[config.mk]
export PLATFORM = sky130hd
export DESIGN_NAME = booth_r4_seqmul
export DESIGN_NICKNAME = d
export VERILOG_FILES = /design/src/rtl/booth_r4_seqmul.sv
export SDC_FILE = /design/constraint.sdc
export NUM_CORES = 1
export LEC_CHECK = 0
export CORE_MARGIN = 4
export CORE_UTILIZATION = 52
export CTS_CLUSTER_DIAMETER = 100
export DETAILED_ROUTE_END_ITERATION = 8
export HOLD_SLACK_MARGIN = 0.1
export PLACE_DENSITY = 0.79
export SETUP_SLACK_MARGIN = 0.05
export SYNTH_ARGS = -nofsm -noshare
export SYNTH_HDL_FRONTEND = slang
export SYNTH_SLANG_ARGS = --single-unit
[constraint.sdc]
create_clock -name clk -period 3.9 [get_ports clk]
set_clock_uncertainty 0.2 [all_clocks]
set_input_delay 0.78 -clock clk [delete_from_list [all_inputs] [get_ports clk]]
set_output_delay 0.78 -clock clk [all_outputs]
set_load 0.005 [all_outputs]
[src/rtl/booth_r4_seqmul.sv]
// ---------------------------------------------------------------------------
// booth_r4_seqmul
//
// Sequential radix-4 Booth multiplier. It retires one Booth digit per cycle,
// LSB digit first, and handles unsigned and two's-complement operands.
//
// Parameters
//   WIDTH         operand width in bits (even, >= 4)
//
// Ports
//   clk           rising-edge clock
//   rst           synchronous, active-high reset
//   in_valid      operand set presented
//   in_ready      block can accept operands (state IDLE)
//   multiplicand  operand A, WIDTH bits
//   multiplier    operand B, WIDTH bits
//   sign          1 = both operands signed, 0 = both unsigned
//   out_valid     product available (state DONE)
//   out_ready     consumer accepts product
//   product       A*B, 2*WIDTH bits; meaningful only while out_valid=1
//   busy          high in CALC and DONE
//
// Optional feature
//   BOOTH_EARLY_TERM_EN  when defined, CALC stops as soon as every remaining
//                        Booth digit is zero. The product is unchanged.
// ---------------------------------------------------------------------------
module booth_r4_seqmul #(
    parameter int WIDTH = 32
) (
    input  logic                 clk,
    input  logic                 rst,
    input  logic                 in_valid,
    output logic                 in_ready,
    input  logic [WIDTH-1:0]     multiplicand,
    input  logic [WIDTH-1:0]     multiplier,
    input  logic                 sign,
    output logic                 out_valid,
    input  logic                 out_ready,
    output logic [2*WIDTH-1:0]   product,
    output logic                 busy
);

    // Accumulator and shifted multiplicand width. The extra two bits keep the
    // running sum exact, so truncating it to 2*WIDTH bits is also exact.
    localparam int AW = 2 * WIDTH + 2;
    // Extended multiplier (WIDTH+2 bits) plus the implicit B[-1] = 0 below it.
    localparam int MW = WIDTH + 3;
    localparam int CW = $clog2(WIDTH / 2 + 1) + 1;
    localparam logic [CW-1:0] CNT_LAST = CW'(WIDTH / 2);
    localparam logic [CW-1:0] CNT_ONE  = CW'(1);

    typedef enum logic [1:0] {
        IDLE = 2'd0,
        CALC = 2'd1,
        DONE = 2'd2
    } state_t;

    state_t               state_q;
    logic [AW-1:0]        mcand_q;    // A, sign/zero extended, pre-weighted by 4^i
    logic [MW-1:0]        mult_q;     // B triplet window; bits [2:0] are the current digit
    logic [AW-1:0]        acc_q;
    logic [CW-1:0]        cnt_q;      // index of the digit consumed next
    logic                 fin_q;      // last digit already accumulated
    logic [2*WIDTH-1:0]   product_q;

    logic [AW-1:0]        pp_s;
    logic                 neg_s;
    logic [AW-1:0]        acc_d;
    logic [AW-1:0]        mcand_d;
    logic [MW-1:0]        mult_d;
    logic [CW-1:0]        cnt_d;
    logic                 early_s;
    logic                 last_s;
    logic [AW-1:0]        a_ext_s;
    logic [MW-1:0]        b_ext_s;

    assign in_ready  = (state_q == IDLE);
    assign out_valid = (state_q == DONE);
    assign busy      = (state_q == CALC) || (state_q == DONE);
    assign product   = product_q;

    // Operand extension at capture time; the sign mode is folded into the
    // extended operands, so it does not have to be stored separately.
    always_comb begin
        if (sign) begin
            a_ext_s = {{(AW - WIDTH){multiplicand[WIDTH-1]}}, multiplicand};
            b_ext_s = {{2{multiplier[WIDTH-1]}}, multiplier, 1'b0};
        end else begin
            a_ext_s = {{(AW - WIDTH){1'b0}}, multiplicand};
            b_ext_s = {2'b00, multiplier, 1'b0};
        end
    end

    // Booth digit decode and one accumulation step. A negative digit is the
    // inverted partial product plus a carry-in of 1 on the adder.
    always_comb begin
        pp_s  = {AW{1'b0}};
        neg_s = 1'b0;
        case (mult_q[2:0])
            3'b000, 3'b111: begin
                pp_s  = {AW{1'b0}};
                neg_s = 1'b0;
            end
            3'b001, 3'b010: begin
                pp_s  = mcand_q;
                neg_s = 1'b0;
            end
            3'b011: begin
                pp_s  = {mcand_q[AW-2:0], 1'b0};
                neg_s = 1'b0;
            end
            3'b100: begin
                pp_s  = ~{mcand_q[AW-2:0], 1'b0};
                neg_s = 1'b1;
            end
            3'b101, 3'b110: begin
                pp_s  = ~mcand_q;
                neg_s = 1'b1;
            end
            default: begin
                pp_s  = {AW{1'b0}};
                neg_s = 1'b0;
            end
        endcase

        acc_d   = acc_q + pp_s + {{(AW - 1){1'b0}}, neg_s};
        mcand_d = {mcand_q[AW-3:0], 2'b00};
        // Arithmetic shift: vacated bits copy the top extended bit, so they
        // can never make a remaining digit non-zero.
        mult_d  = {{2{mult_q[MW-1]}}, mult_q[MW-1:2]};
        cnt_d   = cnt_q + CNT_ONE;
    end

    // Early-exit detection: the current digit is the last non-zero one when
    // every unconsumed multiplier bit equals the top bit of this triplet.
`ifdef BOOTH_EARLY_TERM_EN
    assign early_s = (mult_q[MW-1:3] == {(MW - 3){mult_q[2]}});
`else
    assign early_s = 1'b0;
`endif

    assign last_s = (cnt_q == CNT_LAST) || early_s;

    // Control FSM and datapath registers. The cycle after the last digit copies
    // the accumulator into the product register and enters DONE.
    always_ff @(posedge clk) begin
        if (rst) begin
            state_q   <= IDLE;
            mcand_q   <= {AW{1'b0}};
            mult_q    <= {MW{1'b0}};
            acc_q     <= {AW{1'b0}};
            cnt_q     <= {CW{1'b0}};
            fin_q     <= 1'b0;
            product_q <= {(2 * WIDTH){1'b0}};
        end else begin
            case (state_q)
                IDLE: begin
                    if (in_valid) begin
                        mcand_q <= a_ext_s;
                        mult_q  <= b_ext_s;
                        acc_q   <= {AW{1'b0}};
                        cnt_q   <= {CW{1'b0}};
                        fin_q   <= 1'b0;
                        state_q <= CALC;
                    end else begin
                        state_q <= IDLE;
                    end
                end
                CALC: begin
                    if (fin_q) begin
                        product_q <= acc_q[2*WIDTH-1:0];
                        state_q   <= DONE;
                    end else begin
                        acc_q   <= acc_d;
                        mcand_q <= mcand_d;
                        mult_q  <= mult_d;
                        cnt_q   <= cnt_d;
                        fin_q   <= last_s;
                    end
                end
                DONE: begin
                    if (out_ready) begin
                        state_q <= IDLE;
                    end else begin
                        state_q <= DONE;
                    end
                end
                default: begin
                    state_q <= IDLE;
                end
            endcase
        end
    end

endmodule

Word level (Yosys, flattened, before mapping)

Cells that the tools add are included.
W data, S select, Z words.

Register bits: 240
Bits of input ports: 69
Output and inout bits: 67
Word-level logic and storage cells: 63

Add/sub/neg operators: 3
Equality and inequality tests: 13
Multiplexer cells: 23
Bitwise gates (word level): 3
Reduce and logical (&&, ||, !) cells: 13

Operator list:

| kind                  | count |
|---|---|
| $mux W66              | 5 |
| $pmux W66 S5          | 1 |
| $pmux W66 S2          | 2 |
| $not A66 Y66          | 2 |
| $mux W35              | 2 |
| $pmux W35 S2          | 1 |
| $add A66 B1 Y66       | 1 |
| $add A66 B66 Y66      | 1 |
| $mux W34              | 1 |
| $eq A3 B3 Y1 const B  | 4 |
| $mux W6               | 2 |
| $pmux W6 S2           | 1 |
| $add A6 B1 Y6 const B | 1 |
| $eq A3 B2 Y1 const B  | 2 |
| $eq A6 B5 Y1 const B  | 1 |
| $ne A2 B2 Y1 const B  | 3 |
| $pmux W2 S3           | 1 |
| $reduce_and A3 Y1     | 2 |
| $reduce_or A2 Y1      | 3 |
| $reduce_or A5 Y1      | 1 |
| $mux W2               | 2 |
| $pmux W1 S2           | 2 |
| $reduce_and A2 Y1     | 2 |
| $eq A3 B1 Y1 const B  | 1 |
| 9 further kinds       | 11 |

Longest topological paths before layout

Gate-level depths: netlist (run 1).

Depth after elaboration: 7
Depth in mapped cells: 18
Mapped depth without buffers: 16

Worst setup path before layout (run 1)

No wires, ideal clock.

Path kind: flip-flop to flip-flop
Start: register mult_q[2]
End: register acc_q[62]
Library setup time: 128 ps
Arrival time: 4052 ps
Data required time: 3572 ps
Setup slack: -480 ps
Stages on the path, launching flop included: 18
Path buffers: 2
Period minus slack after synthesis: 4380 ps
Cells stage by stage: dfxtp_1 -> clkbuf_1 -> buf_1 -> a21oi_1 -> o22ai_1 -> a31oi_1 -> fa_1 -> fa_1 -> a21o_1 -> a221o_1 -> nand3_2 -> a311oi_1 -> o41a_4 -> a211oi_4 -> o31ai_2 -> a311oi_2 -> xor2_1 -> o21ai_1

Word-level cells in the longest chain between the ends: 7
Elaborated cells on any way between the ends: 19
Those cells by class: add/sub: 2; eq/ne: 7; mux: 4; reduce/logical: 6

Ends and longest elaborated chain:

| item                                       | line | text |
|---|---|---|
| start, declared                            | 60   | `logic [MW-1:0] mult_q;` |
| start signal, assigned                     | 150  | `mult_q <= {MW{1'b0}};` |
| start signal, assigned                     | 160  | `mult_q <= b_ext_s;` |
| start signal, assigned                     | 176  | `mult_q <= mult_d;` |
| $eq A3 B3 Y1 (tied with other cells)       | 99   | `case (mult_q[2:0])` |
| $reduce_or A2 Y1, on equally long branches | n/a  |  |
| $pmux W66 S5                               | 99   |  |
| $add A66 B66 Y66                           | 126  | `acc_d = acc_q + pp_s + {{(AW - 1){1'b0}}, neg_s};` |
| $add A66 B1 Y66 *                          | 126  |  |
| $mux W66 *                                 | 170  | `if (fin_q) begin` |
| $pmux W66 S2 *                             | 156  | `case (state_q)` |
| end signal, assigned                       | 151  | `acc_q <= {AW{1'b0}};` |
| end signal, assigned                       | 161  | `acc_q <= {AW{1'b0}};` |
| end, declared                              | 61   | `logic [AW-1:0] acc_q;` |

Every way passes the cells marked *; elsewhere a longest branch is shown, timed or not. The select of a mux whose other input is x is not followed.
A chain may end at the register's enable or synchronous reset.

Final worst setup path (run 1)

Start: register mult_q[0]
End: register acc_q[58]

Same word-level chain as after synthesis.

==> metrics.yaml, run 1 <==
outcome:
  status: "complete, but fails checks"
  violations: "setup timing"
floorplanning:
  die_h_um: 169.7
  row_count: 58
  io_pins: 136
  die_area_um2: 28790
  initial_utilization_pct: 53.36
  coreArea_um2: 25470
  die_w_um: 169.7
place:
  pre_cts_slack_ns: -0.2481
  port_buffers: 135
  place_congestion: 0.9681
  dp_cells: 2214
  hpwl_um: 27790
hold_path:
  hp-class: "input pin to flop"
pwr:
  pwr-share-comb_pct: 28.1
  pwr-share-clk_pct: 33.4
  irDropWorstVdd_uv: 357.8
  power_switching_w: 0.002237
  internal-power_w: 0.004751
  power.density_nw_per_um2: 401.6
  switching_share_pct: 32.01
  seq_power_share_pct: 38.5
  leakage_nw: 7.125
timing:
  period_share_pct: 101.9
  final.setup.worst_slack_ns: -0.07518
  fmax_mhz: 251.6
  final_hold_viol_count: 0
  maxSlewHeadroom_pct: 32.61
  setup_viol: 2
  slew_violations: 0
  whs_ns: 0.2491
  grt_setup_unrepaired: "true"
  worst_slew_pin_slew_ns: 1.011
  finalCriticalPeriod_ns: 3.975
routing:
  drc: 0
  drt-total-wl_um: 39070
  via_per_inst: 5.971
  vias: 13520
  first_iter_violations: 1321
  ant_nets: 0
  wl_per_cell_um: 17.26
  firstDrtPassIters: 6
global_route:
  grt_use_total_pct: 26.09
  overflow: 0
  grt_pass1_wl_um: 64090
  grt_pass1_vias: 13090
  grt_antenna_before_repair: 0
  grt_max_degree: 93
yosys:
  yosys_warnings: 0
  synthXorXnorAreaFrac_pct: 8.055
  synth-compound-area-share_pct: 29.58
  yosys.area_share.simple_pct: 14.66
  synth_edf_count: 0
  syn_nets: 1838
  async_flop_share_pct: 0
  yosys.area.top_type_share_pct: 34.76
  postSynthAreaPerCell_um2: 7.995
  synth_top_family_by_area: "compound AO/OA/AOI/OAI gates"
  synth_adder_area_share_pct: 6.462
  ys_ff_latch: 236
  synthDistinctLibCells: 65
  synth_ff_type: "dfxtp_1"
  netlist_area_um2: 13590
  muxShareOfSynthArea_pct: 2.357
  synthTopCellsByArea: "dfxtp_1 (35%), a22oi_1 (6.6%), a21oi_1 (6.5%), xor2_1 (6.4%), nand2_1 (6.3%)"
  synth.largest_area_cell: "dfxtp_1"
  ys_seq_area_share_pct: 34.76
  syn_inst: 1700
setup_path:
  crit_type: "flop to flop"
  max_stage_delay_ns: 0.41
  slowest_stage: "o41a_4"
  cp_max_fo: 5
  crit_required_ns: 4.12
  start_kind: "flop"
  critPathArrivalTime_ns: 4.19
  crit_buf_inv: 3
  cp-end-kind: "flop"
  cp_cell_sequence: "nor2_4 > nor2b_1 > o22ai_1 > a31oi_1 > fa_2 > fa_2 > a21o_1 > a221o_1 > buf_6 > nand3_4 > a311oi_4 > o41a_4 > a211oi_4 > o31ai_4 > buf_4 > buf_6 > xnor2_2 > a22o_1"
  worst_path_dominant_cell_family: "compound AO/OA/AOI/OAI gates"
final_layout:
  instances_no_fill: 2264
  utilization_pct: 68.31
  mostFrequentLayoutCells: "dfxtp_1 (233), nand2_1 (225), a21oi_1 (175), buf_4 (172), nor2_1 (148)"
  drive_gt1_share_pct: 14.22
  final_common_cell: "dfxtp_1"
  n_antenna_cell: 0
  fin_nets: 2056
  syn_to_final_growth_pct: 28.02
clocking:
  cts_root_buffer: "clkbuf_16"
  clkSinkCount: 236
  cts_made_buffers: 25
  cts_tree: "done"
  cts_max_path_buffers: 3
  cts.htree.levels: 1
  clk_latency_ns: 0.52
  clk_pin_slew_ns: 0.07
flow_run:
  maxCapViolCount: 0
[layout make-up]
class                           count  area, um^2
Timing Repair Buffer              320        2843
Tap cell                          330       412.9
Clock inverter                      8       76.32
Sequential cell                   236        4736
Fill cell                        2029        8071
Inverter                           20       75.07
Multi-Input combinational cell   1315        8544
Clock buffer                       35       713.2
[Yosys cell counts, types with 5 or more instances]
| cell type | instances |
|---|---|
| dfxtp_1 | 236 |
| nand2_1 | 227 |
| a21oi_1 | 177 |
| nor2_1 | 153 |
| clkbuf_1 | 122 |
| a22oi_1 | 120 |
| xor2_1 | 99 |
| o21ai_0 | 92 |
| ha_1 | 67 |
| a211oi_1 | 40 |
| a21o_1 | 40 |
| o21ai_1 | 37 |
| mux2i_1 | 32 |
| a222oi_1 | 29 |
| xnor2_1 | 26 |
| inv_1 | 20 |
| nand4_1 | 20 |
| nor3_1 | 15 |
| nand3_1 | 14 |
| a31oi_1 | 13 |
| o21bai_1 | 12 |
| nand2b_1 | 8 |
| nor2b_1 | 8 |
| a221o_1 | 6 |
| a221oi_1 | 6 |
| and3_1 | 6 |
| o31ai_1 | 6 |
| and2_1 | 5 |
| buf_1 | 5 |
| o211ai_1 | 5 |
[per-layer routing]
layer	wire length [um]	vias to the layer above	global-route usage (%)
li1	-	6633	-
met1	16960	6394	34.17
met2	19190	424	45.88
met3	2155	68	3.308
met4	769	0	6.125
met5	0	-	0
[worst paths after layout]
| kind | start | to | slack (ns) | cells after the start |
|---|---|---|---|---|
| setup reg to reg | mult_q[0] | acc_q[58] | -0.08 | 18 |
| hold / removal | rst | product[37] | 0.25 | 2 |
| hold reg to reg | product[0] | product[0] | 0.25 | 2 |
| setup / recovery | mult_q[0] | acc_q[58] | -0.08 | 18 |
[stage by stage]
stage	setup TNS (ns)	area, um^2	power [W]
finish	-0.1269	17400	0.006988
CTS	-0.1721	17200	0.006972
detailed placement	-2.242	16340	0.004634
global route	-2.232	17400	0.007312
global placement	-0.6303	16340	0.004572
floorplan	-0.01689	13630	0.003912
[cell families (layout without fill, tap and decap cells)]
| logic type | after synthesis | count (layout) |
|---|---|---|
| compound gates | 616 | 616 |
| simple gates | 473 | 473 |
| flops | 236 | 236 |
| buf+inv | 149 | 383 |
| xor+xnor | 125 | 125 |
| fa+ha+maj | 69 | 69 |
| mux | 32 | 32 |
[sequential cells by signal (all words and copies together) (netlist names)]
| name | flops |
|---|---|
| acc_q | 64 |
| fin_q | 1 |
| cnt_q | 6 |
| state_q | 2 |
| mcand_q | 64 |
| product | 64 |
| mult_q | 35 |
[power by group through the flow]
| stage | Sequential, W | Clock [W] | Combinational, W |
|---|---|---|---|
| after floorplan | 0.00269 | 0 | 0.00122 |
| after detailed placement | 0.00274 | 0 | 0.00189 |
| after global placement | 0.00274 | 0 | 0.00184 |
| final | 0.00269 | 0.00233 | 0.00196 |
| after CTS | 0.00269 | 0.00237 | 0.00191 |
| after global routing | 0.00271 | 0.00246 | 0.00215 |
[repair_timing]
action | in CTS | in global routing
endpoints found under the setup margin | 29 | 31
pin swaps | 8 | 15
gates resized for setup | 16 | 29
setup buffers | 0 | 7
hold buffers | 0 | 0
(Power assumes the default switching activity.)
==> run 2: changes to the inputs <==
--- a/config.mk
+++ b/config.mk
@@ -9,7 +9,7 @@
 export CORE_UTILIZATION = 52
 export CTS_CLUSTER_DIAMETER = 100
 export DETAILED_ROUTE_END_ITERATION = 8
-export HOLD_SLACK_MARGIN = 0.1
+export HOLD_SLACK_MARGIN = 0.06
 export PLACE_DENSITY = 0.79
 export SETUP_SLACK_MARGIN = 0.05
 export SYNTH_ARGS = -nofsm -noshare
==> constraint.sdc (replaced) <==
create_clock -name clk -period 3.9 [get_ports clk]
set_clock_uncertainty 0.2 [all_clocks]
set_input_delay 0.585 -clock clk [delete_from_list [all_inputs] [get_ports clk]]
set_output_delay 0.585 -clock clk [all_outputs]
set_load 0.005 [all_outputs]
==> run 2 against run 1 <==
Net effect: the flow still finishes with violations (setup timing); non-clock buffer count up 7; die area is the same; fmax down 0.42%; combinational power increased by 2%; via count grew 1.6%; sequential power hardly changed; design area grew 1.9%; power is 3.8% higher; global-route usage shrank 0.23 points; first-iteration DRC count shrank 8.8%; highest routed layer unchanged.
==> metrics.yaml, run 2 (synthesis gave the netlist of run 1 again) <==
routing:
  drt-total-wl_um: 39920  # +2.2%
  firstDrtPassIters: 7  # +1
  ant_nets: 0  # unchanged
  wl_per_cell_um: 17.54  # +1.6%
  via_per_inst: 6.036  # +1.1%
  first_iter_violations: 1205  # -8.8%
  drc: 0  # unchanged
  vias: 13740  # +1.6%
global_route:
  grt_antenna_before_repair: 0  # unchanged
  grt_max_degree: 93  # unchanged
  overflow: 0  # unchanged
  grt_use_total_pct: 25.86  # -0.23 points
  grt_pass1_wl_um: 63770  # -0.51%
  grt_pass1_vias: 13070  # -0.20%
timing:
  grt_setup_unrepaired: "true"
  maxSlewHeadroom_pct: 33.27  # +0.66 points
  setup_viol: 5  # +3
  final.setup.worst_slack_ns: -0.09179  # -0.01662 ns
  finalCriticalPeriod_ns: 3.992  # +0.01662 ns
  fmax_mhz: 250.5  # -0.42%
  whs_ns: 0.2521  # +0.003004 ns
  worst_slew_pin_slew_ns: 1.001  # -0.009858 ns
  slew_violations: 0  # unchanged
  period_share_pct: 102.4  # +0.43 points
  final_hold_viol_count: 0  # unchanged
setup_path:
  cp_max_fo: 6  # +1
  cp-end-kind: "flop"
  start_kind: "flop"
  crit_type: "flop to flop"
  crit_required_ns: 4.10  # -0.02 ns
  critPathArrivalTime_ns: 4.19  # about the same
clocking:
  clkSinkCount: 236  # unchanged
  cts_max_path_buffers: 3  # unchanged
  cts.htree.levels: 1  # unchanged
  cts_tree: "done"
  cts_root_buffer: "clkbuf_16"
  clk_pin_slew_ns: 0.06  # about the same
  clk_latency_ns: 0.55  # +0.03 ns
  cts_made_buffers: 27  # +8.0%
floorplanning:
  row_count: 58  # unchanged
  coreArea_um2: 25470  # unchanged
  die_h_um: 169.7  # unchanged
  die_w_um: 169.7  # unchanged
  initial_utilization_pct: 53.36  # unchanged
  die_area_um2: 28790  # unchanged
  io_pins: 136  # unchanged
pwr:
  internal-power_w: 0.004947  # +4.1%
  power.total_w: 0.007256  # +3.8%
  pwr-share-clk_pct: 35.2  # +1.8 points
  power.density_nw_per_um2: 409.1  # +1.9%
  pwr-share-comb_pct: 27.6  # -0.5 points
  power_switching_w: 0.002309  # +3.2%
  seq_power_share_pct: 37.2  # -1.3 points
  irDropWorstVdd_uv: 352.6  # -1.4%
  leakage_nw: 7.264  # +1.9%
  switching_share_pct: 31.83  # -0.18 points
flow_run:
  maxCapViolCount: 0  # unchanged
final_layout:
  mostFrequentLayoutCells: "dfxtp_1 (233), nand2_1 (224), buf_4 (177), a21oi_1 (168), nor2_1 (148)"
  finalInstanceArea_um2: 17740  # +1.9%
  n_antenna_cell: 0  # unchanged
  fin_nets: 2065  # +0.44%
  syn_to_final_growth_pct: 30.49
  final_common_cell: "dfxtp_1"
  instances_no_fill: 2276  # +0.53%
  drive_gt1_share_pct: 16.08  # +1.9 points
hold_path:
  hp-class: "flop to flop"
place:
  place_congestion: 0.9569  # -1.2%
  hpwl_um: 27480  # -1.1%
  place_area_um2: 16310  # -0.20%
  port_buffers: 135  # unchanged
  dp_cells: 2213  # -0.045%
outcome:
  violations: "setup timing"
  status: "complete, but fails checks"
## run 2: final cells by class
type / count / area [um^2]
Fill cell: 1976 / 7736
Tap cell: 330 / 412.9
Sequential cell: 236 / 4736
Timing Repair Buffer: 327 / 2912
Multi-Input combinational cell: 1315 / 8715
Clock inverter: 13 / 160.2
Inverter: 20 / 75.07
Clock buffer: 35 / 725.7
## run 2: power groups by stage
stage | sequential [W] | clock (W) | combinational, W
global placement | 0.00274 | 0 | 0.00183
detailed placement | 0.00274 | 0 | 0.00188
CTS | 0.00269 | 0.00257 | 0.00191
finish | 0.00270 | 0.00256 | 0.00200
floorplan | 0.00269 | 0 | 0.00122
global route | 0.00271 | 0.00268 | 0.00218
## run 2: metrics by stage
stage                     setup slack, ns  setup TNS, ns  utilization [%]
after global placement            -0.1648         -1.044            64.04
after floorplan                  -0.01689       -0.01689                -
after detailed placement          -0.2554         -2.321            64.04
after global routing              -0.2225         -1.864            69.63
after CTS                        -0.02975       -0.02975            67.87
final                            -0.09179        -0.1685            69.63
## run 2: worst max-delay path, stage by stage, from the launching register on
cell,delay (ns)
dfxtp_4,0.42
nand2_1,0.13
and2_1,0.20
fa_2,0.37
fa_2,0.36
a21o_1,0.19
a221o_1,0.37
buf_6,0.14
nand3_4,0.08
a311oi_4,0.11
o41a_4,0.41
a211oi_4,0.28
o31ai_4,0.09
a311oi_2,0.27
xor2_1,0.16
o21ai_1,0.08
## run 2: timing repair
item                                    in CTS  in global routing
hold buffers                                 0                  0
endpoints found under the setup margin      27                 31
resized for setup                           19                 74
setup buffers                                2                 14
pin swaps                                    4                 19
## run 2: worst paths after layout
path / from / end / slack [ns] / depth (start not counted)
setup / recovery: mult_q[1] / acc_q[62] / -0.09 / 15
hold / removal: product[45] / product[45] / 0.25 / 2
hold reg to reg: product[45] / product[45] / 0.25 / 2
setup reg to reg: mult_q[1] / acc_q[62] / -0.09 / 15
## run 2: layer usage
layer / share of wire, % / up-vias / track usage, %
met5: 0 / - / 0
met4: 2.9 / 0 / 7.840
met3: 5.1 / 92 / 3.284
met2: 49 / 468 / 44.36
met1: 43 / 6538 / 34.06
li1: - / 6640 / -
